==> src/rtl/serial_addsub_if.sv <==
// Operand/result handshake bundle for serial_addsub.
// The optional zero flag exists only when SERIAL_ADDSUB_ZERO_EN is defined.
interface serial_addsub_if #(
  parameter int WIDTH = 8
);
  logic             in_valid;
  logic             in_ready;
  logic             op;
  logic [WIDTH-1:0] a;
  logic [WIDTH-1:0] b;
  logic             out_valid;
  logic             out_ready;
  logic [WIDTH-1:0] result;
  logic             cb_out;
  logic             ovf;
`ifdef SERIAL_ADDSUB_ZERO_EN
  logic             zero;
`endif

  modport master (
    output in_valid, op, a, b, out_ready,
    input  in_ready, out_valid, result, cb_out, ovf
`ifdef SERIAL_ADDSUB_ZERO_EN
    , input zero
`endif
  );

  modport slave (
    input  in_valid, op, a, b, out_ready,
    output in_ready, out_valid, result, cb_out, ovf
`ifdef SERIAL_ADDSUB_ZERO_EN
    , output zero
`endif
  );
endinterface

==> src/rtl/serial_addsub.sv <==
// Bit-serial two's-complement adder/subtractor, one bit per clock, LSB first.
// Optional zero-result flag is enabled by defining SERIAL_ADDSUB_ZERO_EN.
module serial_addsub #(
  parameter int WIDTH = 8
) (
  input logic           clk,
  input logic           rst_n,
  serial_addsub_if.slave bus
);
  localparam int CNT_W = (WIDTH > 1) ? $clog2(WIDTH) : 1;

  typedef enum logic [1:0] {
    IDLE = 2'd0,
    RUN  = 2'd1,
    DONE = 2'd2
  } state_t;

  state_t             state_r;
  state_t             state_s;
  logic [WIDTH-1:0]   a_sh_r;
  logic [WIDTH-1:0]   b_sh_r;
  logic [WIDTH-1:0]   res_sh_r;
  logic [CNT_W-1:0]   cnt_r;
  logic               op_r;
  logic               c_r;
  logic               a_msb_r;
  logic               b_msb_r;
  logic [WIDTH-1:0]   result_r;
  logic               cb_r;
  logic               ovf_r;
  logic               in_ready_r;
  logic               out_valid_r;
  logic [1:0]         cell_s;
  logic               last_s;
  logic               ovf_s;
  logic [WIDTH-1:0]   res_next_s;

  // One full-adder / full-subtractor cell: returns {carry_or_borrow, sum_or_diff}.
  function automatic logic [1:0] addsub_cell(input logic x, input logic y,
                                             input logic c, input logic sub);
    logic s;
    logic co;
    s = x ^ y ^ c;
    if (sub) begin
      co = (~x & y) | (~(x ^ y) & c);
    end else begin
      co = (x & y) | ((x ^ y) & c);
    end
    return {co, s};
  endfunction

  // Bit-cell evaluation, final result assembly and signed-overflow decision.
  always_comb begin
    cell_s     = addsub_cell(a_sh_r[0], b_sh_r[0], c_r, op_r);
    last_s     = (state_r == RUN) && (cnt_r == CNT_W'(WIDTH - 1));
    res_next_s = {cell_s[0], res_sh_r[WIDTH-1:1]};
    // Overflow judged from the original operand MSBs, latched at accept.
    if (op_r) begin
      ovf_s = (a_msb_r != b_msb_r) && (cell_s[0] != a_msb_r);
    end else begin
      ovf_s = (a_msb_r == b_msb_r) && (cell_s[0] != a_msb_r);
    end
  end

  // Next-state logic for the IDLE/RUN/DONE controller.
  always_comb begin
    state_s = state_r;
    case (state_r)
      IDLE: begin
        if (bus.in_valid) begin
          state_s = RUN;
        end else begin
          state_s = IDLE;
        end
      end
      RUN: begin
        if (last_s) begin
          state_s = DONE;
        end else begin
          state_s = RUN;
        end
      end
      DONE: begin
        if (bus.out_ready) begin
          state_s = IDLE;
        end else begin
          state_s = DONE;
        end
      end
      default: state_s = IDLE;
    endcase
  end

  // State register plus registered handshake flags decoded from the next state.
  always_ff @(posedge clk) begin
    if (!rst_n) begin
      state_r     <= IDLE;
      in_ready_r  <= 1'b1;
      out_valid_r <= 1'b0;
    end else begin
      state_r     <= state_s;
      in_ready_r  <= (state_s == IDLE);
      out_valid_r <= (state_s == DONE);
    end
  end

  // Operand shift registers, carry/borrow flop, counter and held result.
  always_ff @(posedge clk) begin
    if (!rst_n) begin
      a_sh_r   <= '0;
      b_sh_r   <= '0;
      res_sh_r <= '0;
      cnt_r    <= '0;
      op_r     <= 1'b0;
      c_r      <= 1'b0;
      a_msb_r  <= 1'b0;
      b_msb_r  <= 1'b0;
      result_r <= '0;
      cb_r     <= 1'b0;
      ovf_r    <= 1'b0;
    end else begin
      case (state_r)
        IDLE: begin
          if (bus.in_valid) begin
            a_sh_r  <= bus.a;
            b_sh_r  <= bus.b;
            op_r    <= bus.op;
            a_msb_r <= bus.a[WIDTH-1];
            b_msb_r <= bus.b[WIDTH-1];
            c_r     <= 1'b0;
            cnt_r   <= '0;
          end
        end
        RUN: begin
          a_sh_r   <= {1'b0, a_sh_r[WIDTH-1:1]};
          b_sh_r   <= {1'b0, b_sh_r[WIDTH-1:1]};
          res_sh_r <= res_next_s;
          c_r      <= cell_s[1];
          cnt_r    <= cnt_r + CNT_W'(1);
          if (last_s) begin
            result_r <= res_next_s;
            cb_r     <= cell_s[1];
            ovf_r    <= ovf_s;
          end
        end
        DONE: begin
          c_r <= c_r;
        end
        default: begin
          c_r <= 1'b0;
        end
      endcase
    end
  end

`ifdef SERIAL_ADDSUB_ZERO_EN
  logic zero_r;

  // Zero flag captured with the result at the final RUN edge.
  always_ff @(posedge clk) begin
    if (!rst_n) begin
      zero_r <= 1'b0;
    end else if (last_s) begin
      zero_r <= (res_next_s == '0);
    end else begin
      zero_r <= zero_r;
    end
  end

  assign bus.zero = zero_r;
`endif

  assign bus.in_ready  = in_ready_r;
  assign bus.out_valid = out_valid_r;
  assign bus.result    = result_r;
  assign bus.cb_out    = cb_r;
  assign bus.ovf       = ovf_r;
endmodule

==> src/flat_wrapper.sv <==
// flat-port wrapper written by rule: the top's interface ports become plain ports
module serial_addsub_flat 
#(
  parameter int WIDTH = 8
)
  (clk, rst_n, bus_in_valid, bus_op, bus_a, bus_b, bus_out_ready, bus_in_ready, bus_out_valid, bus_result, bus_cb_out, bus_ovf);
  serial_addsub_if #(.WIDTH(WIDTH)) bus_i ();
  input logic clk;
  input logic rst_n;
  input wire logic [$bits(bus_i.in_valid)-1:0] bus_in_valid;
  input wire logic [$bits(bus_i.op)-1:0] bus_op;
  input wire logic [$bits(bus_i.a)-1:0] bus_a;
  input wire logic [$bits(bus_i.b)-1:0] bus_b;
  input wire logic [$bits(bus_i.out_ready)-1:0] bus_out_ready;
  output wire logic [$bits(bus_i.in_ready)-1:0] bus_in_ready;
  output wire logic [$bits(bus_i.out_valid)-1:0] bus_out_valid;
  output wire logic [$bits(bus_i.result)-1:0] bus_result;
  output wire logic [$bits(bus_i.cb_out)-1:0] bus_cb_out;
  output wire logic [$bits(bus_i.ovf)-1:0] bus_ovf;
  assign bus_i.in_valid = bus_in_valid;
  assign bus_i.op = bus_op;
  assign bus_i.a = bus_a;
  assign bus_i.b = bus_b;
  assign bus_i.out_ready = bus_out_ready;
  assign bus_in_ready = bus_i.in_ready;
  assign bus_out_valid = bus_i.out_valid;
  assign bus_result = bus_i.result;
  assign bus_cb_out = bus_i.cb_out;
  assign bus_ovf = bus_i.ovf;
  serial_addsub #(.WIDTH(WIDTH)) u_core (.clk(clk), .rst_n(rst_n), .bus(bus_i));
endmodule
==> config.mk <==
export PLATFORM = sky130hd
export DESIGN_NAME = serial_addsub_flat
export DESIGN_NICKNAME = d
export VERILOG_FILES = /design/src/rtl/serial_addsub_if.sv /design/src/rtl/serial_addsub.sv /design/src/flat_wrapper.sv
export SDC_FILE = /design/constraint.sdc
export NUM_CORES = 1
export LEC_CHECK = 0
export CAP_MARGIN = 5
export CORE_UTILIZATION = 60
export DETAILED_ROUTE_END_ITERATION = 8
export DONT_BUFFER_PORTS = 1
export HOLD_SLACK_MARGIN = 0.02
export PLACE_DENSITY = 0.83
export SETUP_SLACK_MARGIN = 0.5
export SLEW_MARGIN = 20
export SYNTH_ARGS = -nofsm -noshare
export SYNTH_HDL_FRONTEND = slang
export SYNTH_SLANG_ARGS = --single-unit
==> constraint.sdc <==
create_clock -name clk -period 2.1 [get_ports clk]
set_input_delay 0.105 -clock clk [delete_from_list [all_inputs] [get_ports clk]]
set_output_delay 0.105 -clock clk [all_outputs]
set_load 0.01 [all_outputs]
==> metrics.md, run 1 <==
| Metric | Value |
|---|---|
| Status | `finished clean` |
| Clk_lat worst skew | `360 ps` |
| Drc violations | `0` |
| Count of final max-slew check failures | `0` |
| Top-area cell type share of the netlist area | `0.4522` |
| Die Area | `3479 µm²` |
| Max Cap Viol | `0` |
| Worst r2r dst | `u_core.bus.ovf$_SDFFE_PN0P_` |
| Yosys warnings | `0` |
| GR peak layer | `met2` |
| Antenna-violating nets left | `0` |
| Critical path capture point type | `flop` |
| Met2 Use GR | `0.3458` |
| Hold Slack | `29.34 ps` |
| Synth area leaders | `dfxtp_1, a22o_1, nand2_1, o21ai_0, a21oi_1` |
| Grt total ovfl | `0` |
| Met1 Usage GRT | `0.2770` |
| Async SR Flop Fraction | `0` |
| Initial DRC Count | `80` |
| CTS tree | `yes` |
| Area leader, netlist | `dfxtp_1` |
| WS Path Type | `reg2reg` |
| Final Util | `0.6720` |
| Pleak | `0.7902 nW` |
| Post-synth cell types | `33` |
| Setup-failing EPs final | `0` |
| Fillers | `263` |
| Most common flop cell mapped by yosys | `dfxtp_1` |
| Fmax | `0.6794 GHz` |
| Tightest Pin Transition | `580.0 ps` |
| Worst Hold Class | `in2reg` |
| Minimum clock period | `1472 ps` |
| I/O Pins | `33` |
| Count leader, synth | `dfxtp_1` |
| Synth-to-layout area growth | `6.166%` |
| Unrepaired setup endpoints after global routing | `no` |
| GRT Resource Usage Total | `0.2155` |
| Startpoint Class | `flop` |
| DRT Pass-1 Iters | `4` |
| Vias in the first global route | `1280` |
| Reg2Reg Launch Point | `u_core.b_sh_r[0]$_SDFFE_PN0P_` |
| Sinks on Clock Net | `44` |
| Core Rows | `20` |
| Reg-to-reg setup timing slack | `630 ps` |
| Hold Path Depth | `3` |
| Placeable Area | `3078 µm²` |
| Maximum VDD drop | `0.5234 mV` |
| Post-Syn Area | `1948 µm²` |
| Diodes inserted | `0` |
| Hold Crit Endpoint | `u_core.b_sh_r[2]$_SDFFE_PN0P_` |
| Syn Inst Count | `223` |
| GPL Wtd Cong | `0.7382` |
| Die W | `58.98 µm` |
| Post-synth EDFFs | `0` |
| Largest net degree at the start of global routing | `45` |
| H-tree lvl count | `2` |
| Nets | `251` |
| CTS Buf Count | `5` |
| Setup TNS | `0 ps` |
| Total wire length | `3355 µm` |
| Syn Area/Cell | `8.736 µm²` |
| Final Cycle Share | `0.7009` |
| Placed wire-length estimate | `2173 µm` |
| Commonest cells post-synth | `dfxtp_1, nand2_1, inv_1, o21ai_0` |
| Wire per inst | `12.38 µm` |
| Antenna violations before repair | `0` |
| Vias after detailed routing | `1478` |
| Vias/cell | `5.454` |
| Hold Path Origin | `bus_b[2]` |
| Seq cells post-synth | `44` |
| CP required | `2360 ps` |
| Pwr per Cell Area | `724.3 nW/µm²` |
| Global-route wire length before repair | `5602 µm` |
| GR Layer Usage met3 | `0.05895` |
| Longest Clk Path Bufs | `2` |
| Net Count, Synth | `248` |
| Layout cells sized above 1 | `0.07489` |
| Worst R2R Path Depth | `5` |
| Crit path max fanout | `4` |
| Worst rel slew slack | `0.6133` |
| CP arrival | `1730 ps` |
| Final hold vios | `0` |
| Clock transition at the registers of the reported paths | `120 ps` |
| Part of the Yosys area used for sequential elements | `0.4522` |
| Port bufs | `0` |
| CTS root buf | `clkbuf_4` |
| Post-CTS Setup Repair Bufs | `0` |
| Initial Utilization | `0.6329` |
| Die Y | `58.98 µm` |
| Clock skew | `6.521 ps` |
[report_power, final]
part	leakage (nW)	internal, mW	switching (mW)
Combinational	0.392	0.0861	0.0909
Sequential	0.360	0.873	0.0236
Clock	0.0380	0.159	0.265
Total	0.790	1.12	0.380
[worst max-delay path, stage by stage, from the launching register on]
cell     delay (ps)
dfxtp_1         390
inv_1            80
fa_1            530
nor2b_1         150
mux2i_1         140
a21oi_1          80
[cell families (layout without fill, tap and decap cells)]
group,after synthesis,after routing,synth area share
buffers and inverters,31,35,0.07643
AND/OR/NAND/NOR,67,67,0.1644
AO/OA/AOI/OAI,72,72,0.2486
adder cells (fa/ha/maj),4,4,0.03340
flip-flops,44,44,0.4521
multiplexers,4,4,0.02055
XOR/XNOR,1,1,0.004497
[area by class of cell]
| class | count | area, µm² | share of cell area |
|---|---|---|---|
| multi-input combinational | 148 | 919.6 | 0.4446 |
| sequential | 44 | 880.8 | 0.4259 |
| timing repair buffer | 10 | 87.58 | 0.04235 |
| inverter | 17 | 63.81 | 0.03085 |
| tap | 44 | 55.05 | 0.02662 |
| clock buffer | 6 | 51.30 | 0.02480 |
| clock inverter | 2 | 10.01 | 0.004840 |
[cell usage in the layout (no fill, tap or decap), types with 2 or more instances in the layout]
| cell type | instances |
|---|---|
| dfxtp_1 | 44 |
| a21boi_1 | 7 |
| o21a_1 | 2 |
| nor3_1 | 2 |
| ha_1 | 2 |
| clkbuf_4 | 5 |
| a22o_1 | 14 |
| buf_4 | 3 |
| fa_1 | 2 |
| a21oi_1 | 15 |
| a21boi_0 | 9 |
| mux2i_1 | 4 |
| nor2b_1 | 12 |
| o21ai_0 | 16 |
| nand2_1 | 32 |
| nor2_1 | 15 |
| a22oi_1 | 4 |
| inv_1 | 16 |
| dlygate4sd3_1 | 6 |
| clkinv_2 | 2 |
[routing by layer]
layer,vias up,part of all wire
met5,-,0
met4,0,0.016
met3,7,0.054
met2,33,0.46
met1,680,0.47
li1,758,-
[worst max path at each step]
| stage | start | to | slack (ps) | depth (start not counted) |
|---|---|---|---|---|
| finish | u_core.b_sh_r[0]$_SDFFE_PN0P_ | u_core.bus.ovf$_SDFFE_PN0P_ | 630 | 5 |
| CTS | rst_n | u_core.a_sh_r[4]$_SDFFE_PN0P_ | 530 | 3 |
| global route | u_core.b_sh_r[0]$_SDFFE_PN0P_ | u_core.bus.ovf$_SDFFE_PN0P_ | 540 | 5 |
| detailed placement | u_core.cnt_r[0]$_SDFFE_PN0P_ | u_core.bus.cb_out$_SDFFE_PN0P_ | 570 | 5 |
| global placement | u_core.b_sh_r[0]$_SDFFE_PN0P_ | u_core.bus.ovf$_SDFFE_PN0P_ | 650 | 5 |
| floorplan | u_core.b_sh_r[0]$_SDFFE_PN0P_ | u_core.bus.ovf$_SDFFE_PN0P_ | 730 | 5 |
[sequential cells by signal, summed over array words and instances, names as in the netlist]
signal and count:
u_core.a_msb_r 1, u_core.a_sh_r 8, u_core.b_msb_r 1, u_core.b_sh_r 8
u_core.bus.cb_out 1, u_core.bus.in_ready 1, u_core.bus.out_valid 1, u_core.bus.ovf 1
u_core.bus.result 8, u_core.c_r 1, u_core.cnt_r 3, u_core.op_r 1
u_core.res_sh_r 7, u_core.state_r 2
[timing repair]
action                                 4_1_cts  5_1_grt
setup endpoints to repair                    0        6
hold buffers                                 6        1
endpoints found under the hold margin       44        1
resized for setup                            0        1
[per-stage QoR]
step | std cells | total power, mW | area [µm²] | setup slack, ps
floorplan | 223 | 1.058 | 1948 | 734.3
CTS | 270 | 1.502 | 2062 | 526.9
detailed placement | 256 | 1.068 | 1941 | 568.2
global route | 271 | 1.570 | 2068 | 542.4
finish | 271 | 1.498 | 2068 | 628.2
global placement | 256 | 1.065 | 1941 | 650.5
No activity file was read; power rests on OpenSTA's default activity.
==> run 2, diff against run 1 <==
Settings changed: ABC_AREA set to 1.
Clock period 2.1 ns to 1.4 ns, I/O delays scaled along.
==> metrics.md, run 2 <==
| Metric | Value |
|---|---|
| Status | `finished, violations left` |
| Failing checks | `design-rule violations, negative hold slack, negative setup slack` |
| Top cell by count, worst path | `inv_2` |
| Die Area | `3230 µm²` |
| Switching Share | `0.3083` |
| Clock power share | `0.256` |
| Crit path max fanout | `4` |
| Slowest cell delay on critical path | `640 ps` |
| Post-synth EDFFs | `0` |
| Comb pwr share | `0.183` |
| Most common cell after layout, fill and taps aside | `nor2_1` |
| Area leader, netlist | `dfxtp_1` |
| Sw power | `0.7667 mW` |
| Worst rel slew slack | `0.7686` |
| Initial DRC Count | `183` |
| Yosys warnings | `0` |
| Pleak | `0.9613 nW` |
| Vias in the first global route | `1650` |
| Diodes inserted | `0` |
| Clock transition at the registers of the reported paths | `150 ps` |
| Pwr per Cell Area | `1008 nW/µm²` |
| H-tree lvl count | `2` |
| Longest Clk Path Bufs | `2` |
| Global-route wire length before repair | `7603 µm` |
| Reg power frac | `0.561` |
| Seq cells post-synth | `44` |
| Fmax | `0.6692 GHz` |
| Die Y | `56.84 µm` |
| Minimum clock period | `1494 ps` |
| Clock skew | `23.20 ps` |
| DRT Pass-1 Iters | `7` |
| Vias after detailed routing | `1841` |
| Final Cycle Share | `1.067` |
| Most frequent cells in the layout | `nor2_1, dfxtp_1, nand2_1, a21oi_1, o211ai_1` |
| Reg-to-reg setup timing slack | `-90 ps` |
| Post-Syn Area | `1804 µm²` |
| CTS root buf | `clkbuf_4` |
| WS Path Type | `reg2reg` |
| Vias/cell | `6.505` |
| Part of the Yosys area used for sequential elements | `0.4882` |
| Maximum VDD drop | `0.8384 mV` |
| Post-synth cell types | `25` |
| Critical path capture point type | `flop` |
| Final hold vios | `34` |
| Final Util | `0.8796` |
| Grt total ovfl | `0` |
| Setup-failing EPs final | `3` |
| Startpoint Class | `flop` |
| Setup TNS | `-131.5 ps` |
| Antenna violations before repair | `0` |
| Max Cap Viol | `0` |
| Total wire length | `6200 µm` |
| Count of final max-slew check failures | `0` |
| CP required | `1730 ps` |
| Wire per inst | `21.91 µm` |
| Async SR Flop Fraction | `0` |
| I/O Pins | `33` |
| Placeable Area | `2805 µm²` |
| Drc violations | `2` |
| Top-area cell type share of the netlist area | `0.4882` |
| GRT Resource Usage Total | `0.3151` |
| Hold Slack | `-213.1 ps` |
| Net Count, Synth | `246` |
| Die W | `56.84 µm` |
| Syn Area/Cell | `8.164 µm²` |
| CTS tree | `yes` |
| Synth area leaders | `dfxtp_1, nor2_1, nand2_1, o211ai_1, a21oi_1` |
| GPL Wtd Cong | `0.7801` |
| CP arrival | `1830 ps` |
| Sinks on Clock Net | `44` |
| Syn Inst Count | `221` |
| Clk_lat worst skew | `390 ps` |
| Port bufs | `0` |
| CTS Buf Count | `5` |
| Layout cells sized above 1 | `0.3770` |
| Initial Utilization | `0.6432` |
| Largest net degree at the start of global routing | `26` |
| Antenna-violating nets left | `0` |
| Slowest library cell on the worst path | `fa_2` |
| Count leader, synth | `nor2_1` |
| Tightest Pin Transition | `346.6 ps` |
| Crit-path cells | `inv_2 > fa_2 > inv_2 > nand3_2 > nand3_1 > a21oi_2` |
| Worst Hold Class | `in2reg` |
| P_int | `1.720 mW` |
| Nets | `276` |
| Placed wire-length estimate | `2510 µm` |
| Most common flop cell mapped by yosys | `dfxtp_1` |
| Unrepaired setup endpoints after global routing | `yes` |
| Final worst slack | `-94.22 ps` |
| Commonest cells post-synth | `nor2_1, dfxtp_1, nand2_1` |
| Synth-to-layout area growth | `36.75%` |
| Core Rows | `19` |
run 2: cell count changes after synthesis, sizes merged, moves of 4 or more:
cell | before | now
nor2 | 15 | 47
o21ai | 17 | 13
nand3 | 0 | 6
a22o | 14 | 0
nor2b | 12 | 0
mux2i | 4 | 0
or2 | 0 | 15
o211ai | 0 | 14
clkbuf | 6 | 0
a22oi | 4 | 0
a21boi | 16 | 0
run 2: stage by stage:
step                cells  worst slack [ps]  hold WS [ps]  power, mW  area [µm²]
floorplan             221             105.5         208.4      1.616        1903
global placement      244             60.07         213.5      1.627        1872
detailed placement    244            -33.05         223.0      1.650        1872
CTS                   268             16.25        -177.8      2.273        2111
global route          283            -115.1        -217.9      2.560        2467
finish                283            -94.22        -213.1      2.487        2467
run 2: routing by layer:
layer / track usage / part of all wire / vias up
li1: - / - / 790
met1: 0.3695 / 0.37 / 869
met2: 0.5408 / 0.48 / 142
met3: 0.09447 / 0.092 / 40
met4: 0.1185 / 0.059 / 0
met5: 0 / 0 / -
run 2: worst paths after layout:
kind                                               startpoint                       endpoint  depth (start not counted)
worst max-delay path            u_core.b_sh_r[0]$_SDFFE_PN0P_    u_core.bus.ovf$_SDFFE_PN0P_                          6
worst min-delay path                                    rst_n   u_core.cnt_r[0]$_SDFFE_PN0P_                          2
worst max register to register  u_core.b_sh_r[0]$_SDFFE_PN0P_    u_core.bus.ovf$_SDFFE_PN0P_                          6
worst min register to register  u_core.b_sh_r[7]$_SDFFE_PN0P_  u_core.b_sh_r[7]$_SDFFE_PN0P_                          2
run 2: what timing repair did:
action	in CTS	in global routing
resized for setup	19	63
endpoints found under the hold margin	42	36
pin swaps	10	11
setup endpoints to repair	44	45
setup buffers	9	12
gates cloned	4	2
hold buffers	3	1
run 2: area by class of cell:
cell class | instances | area [µm²]
multi-input combinational | 156 | 1066
sequential | 44 | 895.9
fill | 130 | 337.8
timing repair buffer | 25 | 274.0
inverter | 17 | 106.4
clock buffer | 6 | 41.29
tap | 31 | 38.79
timing repair inverter | 2 | 32.53
clock inverter | 2 | 12.51
run 2: power groups by stage:
stage | Combinational (mW) | Clock (mW) | Sequential, mW
CTS | 0.286 | 0.611 | 1.38
global route | 0.486 | 0.674 | 1.40
detailed placement | 0.245 | 0 | 1.41
global placement | 0.228 | 0 | 1.40
finish | 0.454 | 0.636 | 1.40
floorplan | 0.223 | 0 | 1.39
run 2: cell families (layout without fill, tap and decap cells):
family | Yosys count | in the layout | share of synthesized area
simple gates | 100 | 104 | 0.2483
flops | 44 | 44 | 0.4882
compound gates | 48 | 48 | 0.1567
fa+ha+maj | 4 | 4 | 0.03606
buf+inv | 25 | 52 | 0.07072
run 2: critical path, delay by kind of cell (launching register included):
family                     cells  cell delay (ps)
AOI/OAI and AO/OA              1              150
adders and majority gates      1              640
buffers and inverters          2              120
DFF                            1              360
and+or+nand+nor                2              180
==> run 3, diff against run 2 <==
--- a/config.mk
+++ b/config.mk
@@ -6,5 +6,4 @@
 export NUM_CORES = 1
 export LEC_CHECK = 0
-export ABC_AREA = 1
 export CAP_MARGIN = 5
 export CORE_UTILIZATION = 60
==> constraint.sdc (replaced) <==
create_clock -name clk -period 1.4 [get_ports clk]
set_input_delay 0.07 -clock clk [delete_from_list [all_inputs] [get_ports clk]]
set_output_delay 0.07 -clock clk [all_outputs]
set_load 0.05 [all_outputs]
==> metrics.md, run 3 <==
| Metric | Value |
|---|---|
| Initial Utilization | `0.6329` |
| Placed wire-length estimate | `2473 µm` |
| Count leader, synth | `dfxtp_1` |
| Err | `[ERROR DPL-0033] detailed placement checks failed during check placement.` |
| H-tree lvl count | `2` |
| Status | `aborted with a tool error` |
| Top-area cell type share of the netlist area | `0.4522` |
| I/O Pins | `33` |
| Placed Area | `2074 µm²` |
| Synth area leaders | `dfxtp_1, a22o_1, nand2_1, o21ai_0, a21oi_1` |
| Commonest cells post-synth | `dfxtp_1, nand2_1, inv_1, o21ai_0` |
| Core Rows | `20` |
| Worst_ep grt | `u_core.bus.ovf$_SDFFE_PN0P_/D` |
| Seq cells post-synth | `44` |
| Largest net degree at the start of global routing | `45` |
| Failed at | `global routing (5_1_grt)` |
| CTS Buf Count | `5` |
| Part of the Yosys area used for sequential elements | `0.4522` |
| Worst_ep kind | `register input` |
| Sinks on Clock Net | `44` |
| Antenna violations before repair | `0` |
| Syn Inst Count | `223` |
| Net Count, Synth | `248` |
| CTS root buf | `clkbuf_4` |
| Area leader, netlist | `dfxtp_1` |
| Most common flop cell mapped by yosys | `dfxtp_1` |
| Longest Clk Path Bufs | `2` |
| GPL Wtd Cong | `0.8979` |
| Post-synth cell types | `33` |
| Async SR Flop Fraction | `0` |
| Port bufs | `0` |
| Post-synth EDFFs | `0` |
| Yosys warnings | `0` |
| Post-Syn Area | `1948 µm²` |
| Syn Area/Cell | `8.736 µm²` |
| Die W | `58.98 µm` |
| Die Y | `58.98 µm` |
## run 3: per-stage QoR
stage / std cells / utilization / setup TNS, ps / setup WS, ps
after floorplan: 223 / - / 0 / 91.15
after global placement: 264 / 0.6740 / 0 / 62.01
after detailed placement: 264 / 0.6740 / -66.14 / -66.14
after CTS: 295 / 0.8626 / 0 / 0.1601
## run 3: timing repair
item	4_1_cts
hold endpoints to repair	44
pin swaps	39
setup buffers	17
resized for setup	82
endpoints found under the setup margin	56
gates cloned	6
## run 3: cells by family after synthesis
| kind of cell | Yosys count | share of synthesized area |
|---|---|---|
| AO/OA/AOI/OAI | 72 | 0.2486 |
| adder cells (fa/ha/maj) | 4 | 0.03340 |
| multiplexers | 4 | 0.02055 |
| buffers and inverters | 31 | 0.07643 |
| XOR/XNOR | 1 | 0.004497 |
| flip-flops | 44 | 0.4521 |
| AND/OR/NAND/NOR | 67 | 0.1644 |
==> run 4, diff against run 3 <==
Settings changed: CORE_UTILIZATION 60 to 40, HOLD_SLACK_MARGIN 0.02 to not set, PLACE_DENSITY 0.83 to not set, PLACE_DENSITY_LB_ADDON set to 0.15, SETUP_SLACK_MARGIN 0.5 to not set.
==> metrics.md, run 4 (synthesis results as in run 1) <==
| Metric | Value |
|---|---|
| GR peak layer | `met2` |
| Most frequent cells in the layout | `dfxtp_1, nand2_1, buf_4` |
| Hold Path Origin | `bus_in_valid` |
| Tightest Pin Transition | `559.2 ps` |
| Count of final max-slew check failures | `0` |
| Longest Clk Path Bufs | `2` |
| Vias in the first global route | `1400` |
| Crit path max fanout | `3` |
| Layout cells sized above 1 | `0.1570` |
| Pre-CTS WS | `-54.80 ps` |
| Met2 Use GR | `0.2652` |
| Reg-to-reg setup timing slack | `20 ps` |
| GR Layer Usage met3 | `0.05626` |
| Vias after detailed routing | `1471` |
| Minimum clock period | `1378 ps` |
| Maximum VDD drop | `0.5643 mV` |
| Global-route wire length before repair | `6651 µm` |
| Final hold vios | `0` |
| Pleak | `0.9198 nW` |
| Clk_lat worst skew | `290 ps` |
| CP Depth | `5` |
| Largest net degree at the start of global routing | `45` |
| Worst r2r dst | `u_core.bus.ovf$_SDFFE_PN0P_` |
| WS Path Type | `reg2reg` |
| Wire per inst | `13.13 µm` |
| Port bufs | `0` |
| Setup-failing EPs final | `0` |
| Status | `finished clean` |
| Core Rows | `25` |
| Crit-path cells | `inv_2 > fa_1 > nor2b_4 > mux2i_1 > a21oi_1` |
| Antenna-violating nets left | `0` |
| Fmax | `0.7257 GHz` |
| Clock skew | `5.840 ps` |
| I/O Pins | `33` |
| Vias/cell | `4.970` |
| Nets | `266` |
| Worst R2R Path Depth | `5` |
| CTS Buf Count | `5` |
| Final Cycle Share | `0.9843` |
| GPL Wtd Cong | `0.7802` |
| Fillers | `484` |
| CP required | `1580 ps` |
| DRT Pass-1 Iters | `2` |
| Met1 Usage GRT | `0.2122` |
| CP arrival | `1560 ps` |
| Grt total ovfl | `0` |
| Initial Utilization | `0.4152` |
| Antenna violations before repair | `0` |
| Total wire length | `3885 µm` |
| Power Total | `2.462 mW` |
| Synth-to-layout area growth | `16.83%` |
| Die Area | `5153 µm²` |
| Final worst slack | `21.96 ps` |
| Buffer and inverter count on the worst path | `1` |
| Cell family with most CP delay | `adder cells` |
| Drc violations | `0` |
| Initial DRC Count | `73` |
| Worst Setup SP | `u_core.c_r$_SDFFE_PN0P_` |
| Placeable Area | `4692 µm²` |
| Startpoint Class | `flop` |
| H-tree lvl count | `2` |
| GRT Resource Usage Total | `0.1663` |
| Setup crit end | `u_core.bus.ovf$_SDFFE_PN0P_` |
| Most common cell after layout, fill and taps aside | `dfxtp_1` |
| Slowest library cell on the worst path | `fa_1` |
| Setup TNS | `0 ps` |
| Reg2Reg Launch Point | `u_core.c_r$_SDFFE_PN0P_` |
| Worst rel slew slack | `0.6260` |
| Critical path capture point type | `flop` |
| Placed wire-length estimate | `2445 µm` |
| Slowest cell delay on critical path | `520 ps` |
| Worst Hold Class | `in2reg` |
| Pwr per Cell Area | `1082 nW/µm²` |
| Die W | `71.79 µm` |
| Max Cap Viol | `0` |
| Clock transition at the registers of the reported paths | `80 ps` |
| Unrepaired setup endpoints after global routing | `yes` |
| CTS root buf | `clkbuf_8` |
| Die Y | `71.79 µm` |
| Sinks on Clock Net | `44` |
| CTS tree | `yes` |
| Diodes inserted | `0` |
## run 4: worst register-to-register path, delay by kind of cell (launching register included)
family / cells / cell delay (ps)
buffers and inverters: 1 / 40
adders and majority gates: 1 / 520
muxes: 1 / 140
and+or+nand+nor: 1 / 150
DFF: 1 / 340
AOI/OAI and AO/OA: 1 / 80
## run 4: worst min-delay path by stage
stage | cells after the start | to
final | 2 | u_core.b_sh_r[0]$_SDFFE_PN0P_
after global routing | 2 | u_core.b_sh_r[0]$_SDFFE_PN0P_
after CTS | 2 | u_core.b_sh_r[0]$_SDFFE_PN0P_
after detailed placement | 1 | u_core.bus.in_ready$_SDFF_PN1_
after global placement | 1 | u_core.bus.in_ready$_SDFF_PN1_
after floorplan | 1 | u_core.bus.result[7]$_SDFFE_PN0P_
## run 4: final cells by class
cell class | count | area, µm² | area share
clock buffer | 8 | 90.09 | 0.03958
inverter | 17 | 63.81 | 0.02804
multi-input combinational | 148 | 944.7 | 0.4151
sequential | 44 | 884.6 | 0.3887
tap | 54 | 67.56 | 0.02969
timing repair buffer | 25 | 225.2 | 0.09896
## run 4: power breakdown
group,switching (mW),leakage (nW),internal [mW],total (mW)
sequential,0.0420,0.361,1.31,1.35
combinational,0.146,0.513,0.156,0.302
clock,0.406,0.0455,0.403,0.808
total,0.594,0.920,1.87,2.46
## run 4: what timing repair did
item                                    4_1_cts  5_1_grt
hold buffers                                  6        0
endpoints found under the setup margin       10        8
pin swaps                                     0        3
resized for setup                             2       12
buffers inserted                              0        1
hold endpoints to repair                     44        0
## run 4: per-stage QoR
step	hold WS (ps)	instances	utilization	area, µm²
after CTS	12.81	295	0.4776	2241
after global routing	11.44	296	0.4851	2276
after global placement	164.4	281	0.4429	2078
after detailed placement	166.2	281	0.4429	2078
final	14.17	296	0.4851	2276
after floorplan	223.8	223	-	1948
## run 4: routing by layer
layer  vias up  part of all wire  wire [µm]
li1        784                 -          -
met5         -                 0          0
met1       655              0.50       1941
met2        26              0.45       1746
met3         6             0.038        149
met4         0             0.012         48
